<file path="src/rtl/dmx8_seq.sv">
// dmx8_seq: serial-bit distributor to eight registered channels with an
// external-select mode and an auto-scan mode that snapshots whole frames.
//
// Ports:
//   clk        rising-edge clock
//   rst        synchronous active-high reset
//   y          serial data bit
//   valid      qualifies y for capture on this edge
//   mode       0 = external select via {s2,s1,s0}, 1 = auto-scan via ch
//   s0,s1,s2   external channel select (mode=0 only)
//   a..h       registered channel outputs, channels 0..7
//   ch         auto-scan channel counter
//   frame      snapshot of last complete auto-scan frame (frame[0]=a)
//   frame_done one-cycle pulse when frame is updated
module dmx8_seq (
    input  logic       clk,
    input  logic       rst,
    input  logic       y,
    input  logic       valid,
    input  logic       mode,
    input  logic       s0,
    input  logic       s1,
    input  logic       s2,
    output logic       a,
    output logic       b,
    output logic       c,
    output logic       d,
    output logic       e,
    output logic       f,
    output logic       g,
    output logic       h,
    output logic [2:0] ch,
    output logic [7:0] frame,
    output logic       frame_done
);

    logic [7:0] chan_q, chan_d;
    logic [2:0] ch_q, ch_d;
    logic [7:0] frame_q, frame_d;
    logic       done_q, done_d;
    logic [2:0] idx;

    always_comb begin
        chan_d  = chan_q;
        ch_d    = ch_q;
        frame_d = frame_q;
        done_d  = 1'b0;
        idx     = mode ? ch_q : {s2, s1, s0};

        if (valid) begin
            chan_d[idx] = y;
        end

        if (!mode) begin
            // Leaving auto-scan drops any partial frame.
            ch_d = 3'd0;
        end else if (valid) begin
            ch_d = ch_q + 3'd1;
            if (ch_q == 3'd7) begin
                // Channels 0..6 already hold this frame; bit 7 is arriving now.
                frame_d = {y, chan_q[6:0]};
                done_d  = 1'b1;
            end
        end
    end

    always_ff @(posedge clk) begin
        if (rst) begin
            chan_q  <= 8'h00;
            ch_q    <= 3'd0;
            frame_q <= 8'h00;
            done_q  <= 1'b0;
        end else begin
            chan_q  <= chan_d;
            ch_q    <= ch_d;
            frame_q <= frame_d;
            done_q  <= done_d;
        end
    end

    assign a          = chan_q[0];
    assign b          = chan_q[1];
    assign c          = chan_q[2];
    assign d          = chan_q[3];
    assign e          = chan_q[4];
    assign f          = chan_q[5];
    assign g          = chan_q[6];
    assign h          = chan_q[7];
    assign ch         = ch_q;
    assign frame      = frame_q;
    assign frame_done = done_q;

endmodule
</file>
<file path="config.mk">
export PLATFORM = sky130hd
export DESIGN_NAME = dmx8_seq
export DESIGN_NICKNAME = d
export VERILOG_FILES = /design/src/rtl/dmx8_seq.sv
export SDC_FILE = /design/constraint.sdc
export NUM_CORES = 1
export LEC_CHECK = 0
export CORE_UTILIZATION = 45
export CTS_CLUSTER_DIAMETER = 200
export DETAILED_ROUTE_END_ITERATION = 7
export MAX_ROUTING_LAYER = met4
export PLACE_DENSITY = 0.77
export SYNTH_ARGS = -nofsm -noshare
export SYNTH_HDL_FRONTEND = slang
export SYNTH_SLANG_ARGS = --single-unit
</file>
<file path="constraint.sdc">
create_clock -name clk -period 1.8 [get_ports clk]
set_input_delay 0.36 -clock clk [delete_from_list [all_inputs] [get_ports clk]]
set_output_delay 0.36 -clock clk [all_outputs]
set_load 0.005 [all_outputs]
</file>
# Word level (Yosys, flattened, before mapping)

Cells that the tools add are included.

Flip-flop bits (word level): 20
Word-level logic and storage cells: 19

Bitwise gates (word level): 2
Mux-type cells: 5
Reduce and logical (&&, ||, !) cells: 4
Magnitude comparators: 2
Eq/ne operators: 1
Add/sub/neg operators: 1

Operators with widths:

| operator            | number |
|---|---|
| $bwmux 8            | 1 |
| $lt 3x4->1 const B  | 1 |
| $add 3x1->3 const B | 1 |
| $demux 1 s3         | 1 |
| $eq 3x3->1 const B  | 1 |
| $ge 3x1->1 const B  | 1 |
| $mux 3              | 1 |
| $reduce_and 3->1    | 1 |
| $reduce_or 3->1     | 1 |
| $mux 1              | 2 |
| $not 1->1           | 2 |
| $reduce_or 2->1     | 1 |
| $logic_and 1x1->1   | 1 |

# Longest topological paths before layout

Depth in word-level cells: 6
Gate-level depth with buffers: 6
Depth with buffers taken out: 5

# Least setup slack after synthesis

Ideal clock, no wire load.

Kind: flip-flop to flip-flop
From: register ch_q[0] (netlist: ch[0])
To: register frame_q[0] (netlist: frame[0])
Data required time: 1.730 ns
Slack: 0.464 ns
Path buffers: 1
Setup time: 0.070 ns
Arrival: 1.266 ns
Cell stages (with the launch flop): 7
Cells stage by stage: dfxtp_1 > ha_1 > ha_1 > and3_1 > clkbuf_1 > nand2_1 > a21oi_1

Word-level cells in the longest chain between the ends: 2

RTL lines:

| item                              | RTL line | source |
|---|---|---|
| from (decl)                       | 38       | `logic [2:0] ch_q, ch_d;` |
| from (signal assigned)            | 75       | `ch_q <= ch_d;` |
| $eq 3x3->1                        | 59       | `if (ch_q == 3'd7) begin` |
| $reduce_and 3->1 (no source line) | --       |  |
| to (signal assigned)              | 76       | `frame_q <= frame_d;` |
| to (decl)                         | 39       | `logic [7:0] frame_q, frame_d;` |

Every way passes these cells.
A chain may end at the register's enable or synchronous reset.

# Final worst setup path

From: register ch_q[0] (netlist: ch[0])
To: output ch[0]

RTL lines:

| item      | RTL line | source |
|---|---|---|
| to (decl) | 32       | `output logic [2:0] ch,` |

No word-level cell between the ends.

==> out/results.txt <==
Status - finished, final reports clean
Met1 Usage GRT - 23.09%
Initial Util - 47.70%
CP endpoint kind - primary output
Hpwl dp - 1562 um
Met2 usage in global routing - 35.89%
Hold Buf Count CTS - 0
Port bufs - 27
Most used routing layer - met2
Setup CP Type - register to primary output
TritonCTS clock tree - built
Crit-path max FO - 7
Final min period - 1.695 ns
Final Instance Count excl. Fillers - 157
Vias - 816
Synth area leader - dfxtp_1
Final period util - 94.17%
Initial antenna violation count - 0
Post-synth cell types - 27
Levels on crit path - 1
Sequential element share of the synthesized area - 42.78%
Total Power - 0.0009131 W
PostCTS Resize Cnt - 0
Leak - 0.5109 nW
Maxcap violations - 0
Reg2reg start - ch[1]
Fin nets - 141
Worst-Margin Slew - 0.4104 ns
Buf+Inv Stages, Crit Path - 1
Total GRT Usage - 21.24%
Clock transition at path regs - 0.12 ns
Syn Inst Count - 98
Vias per cell - 5.197
Clk root buf - clkbuf_4
YS warnings - 0
Vias in the first global route - 743
Syn_area_per_cell - 9.550 um^2
Critical-path cell list - clkdlybuf4s50_1
Core ar. - 1962 um^2
Drt pass-1 iters - 4
Share of cells above drive strength 1 - 14.62%
Chip width - 47.61 um
Seq cells post-synth - 20
Largest net degree at the start of global routing - 13
Syn nets - 108
Dpl cells - 153
Final Core Density - 66.52%
CP Launch Type - register
Critical path arrival - 1.34 ns
Met3 GRT Util - 5.283%
Htree depth - 1
Worst Reg2Reg Path Length in Cells - 5
Top Family by Delay on Critical Path - buffers and inverters
Top_reg_cell synth - dfxtp_1
Power density over the cells - 699.7 nW/um^2
Gpl congestion - 0.8675
WL/cell - 13.52 um
Hold Path Stages - 2
Rows - 16
First-pass GRT wire length - 3153 um
Fill count - 181
CP peak stage delay - 0.56 ns
Longest Clk Path Bufs - 2
Maximum vdd drop - 515.4 uV
Reg2reg end - frame[1]
Highest-delay cell along the critical path - clkdlybuf4s50_1
Setup Fix Bufs, Post-CTS - 0
Chip Height - 47.61 um
Boundary Pins - 28
WHS Endpoint - frame[2]
Antenna-violating nets left - 0
CTS Buf Count - 3
Most frequent cells in the layout - 27 x clkdlybuf4s50_1, 20 x dfxtp_1, 16 x nand2_1, 10 x mux2i_1, 8 x a21oi_1
FFs w/ async S/R, synth - 0%
CP required - 1.44 ns
Setup violations, final - 0
Final Hold Fails - 0
Largest cells by area after synthesis - dfxtp_1 43%, mux2i_1 11%, nand2_1 6.4%
Hold path start - frame[2]
Slew Viols, Final - 0
Total gr overflow - 0
Post-synth EDFFs - 0
Num Clock Sinks - 20
Most common cell after layout, fill and taps aside - clkdlybuf4s50_1
DR DRC count - 0
Worst-Skew Late Latency - 0.30 ns
Final WL - 2123 um
Relative slew margins - 72.56%
Full die area - 2266 um^2
Peak Freq - 0.5900 GHz
RSZ-0062 raised after global routing - no
Mapped cell area - 935.9 um^2
Antenna Diode Count - 0
Setup Skew - 0.003058 ns
Setup slack, reg-to-reg - 0.28 ns
Synthesis-to-layout area growth - 39.44%
Yosys top cell area share - 42.78%
Hold Path Class - register to register
First DRT Iteration DRCs - 16
==> flip-flops by register name, indices dropped and copies added, names as in the netlist <==
signal and count:
ch 3, chan_q 8, frame 8, frame_done 1
==> metal layers <==
metal	up-vias	wire [um]
met3	0	108
met1	384	929
li1	402	-
met2	30	1086
met4	0	0
met5	-	0
==> logic make-up after synthesis <==
kind of cell	Yosys count	share of synthesized area, %
xor+xnor	1	0.9360
mux	12	13.37
compound gates	16	11.76
simple gates	40	23.80
buf+inv	7	4.678
fa+ha+maj	2	2.673
flops	20	42.78
==> final cells by class <==
class | instances | area [um^2] | area share [%]
clock inverter | 1 | 30.03 | 2.301
clock buffer | 3 | 22.52 | 1.726
sequential | 20 | 400.4 | 30.68
tap | 27 | 33.78 | 2.589
inverter | 1 | 3.754 | 0.2876
multi-input combinational | 71 | 491.7 | 37.68
timing repair buffer | 34 | 322.8 | 24.74
==> per-stage QoR <==
step / hold slack, ns / setup slack [ns] / TNS, ns / area, um^2
2_1_floorplan: 0.4527 / 0.4639 / 0 / 935.9
3_3_place_gp: 0.4414 / 0.003792 / 0 / 1252
3_5_place_dp: 0.4496 / -0.05145 / -0.1750 / 1252
4_1_cts: 0.4653 / 0.1012 / 0 / 1305
5_1_grt: 0.4860 / 0.04544 / 0 / 1305
6_report: 0.4609 / 0.1050 / 0 / 1305
==> synth_stat cells, types with 2 or more instances <==
master	instances
a211oi_2	2
a21oi_1	8
and3_1	2
and3b_1	2
buf_6	2
clkbuf_1	2
dfxtp_1	20
ha_1	2
mux2i_1	10
nand2_1	16
nand2b_1	7
nor2_1	4
o211ai_1	6
or2b_2	2
==> power breakdown <==
| group | total (W) | leakage (nW) | internal [W] | switching (W) |
|---|---|---|---|---|
| clock network | 0.000369 | 0.0279 | 0.000225 | 0.000144 |
| registers | 0.000454 | 0.161 | 0.000448 | 0.00000578 |
| logic | 0.0000905 | 0.321 | 0.0000516 | 0.0000389 |
| total | 0.000913 | 0.511 | 0.000724 | 0.000189 |
==> worst max path at each step <==
stage          slack, ns   from        end
2_1_floorplan       0.46  ch[0]   frame[0]
3_3_place_gp       0.004   mode  chan_q[6]
3_5_place_dp       -0.05   mode  chan_q[3]
4_1_cts             0.10  ch[0]      ch[0]
5_1_grt             0.05  ch[0]      ch[0]
6_report            0.10  ch[0]      ch[0]
No activity file was read; power rests on OpenSTA's default activity.
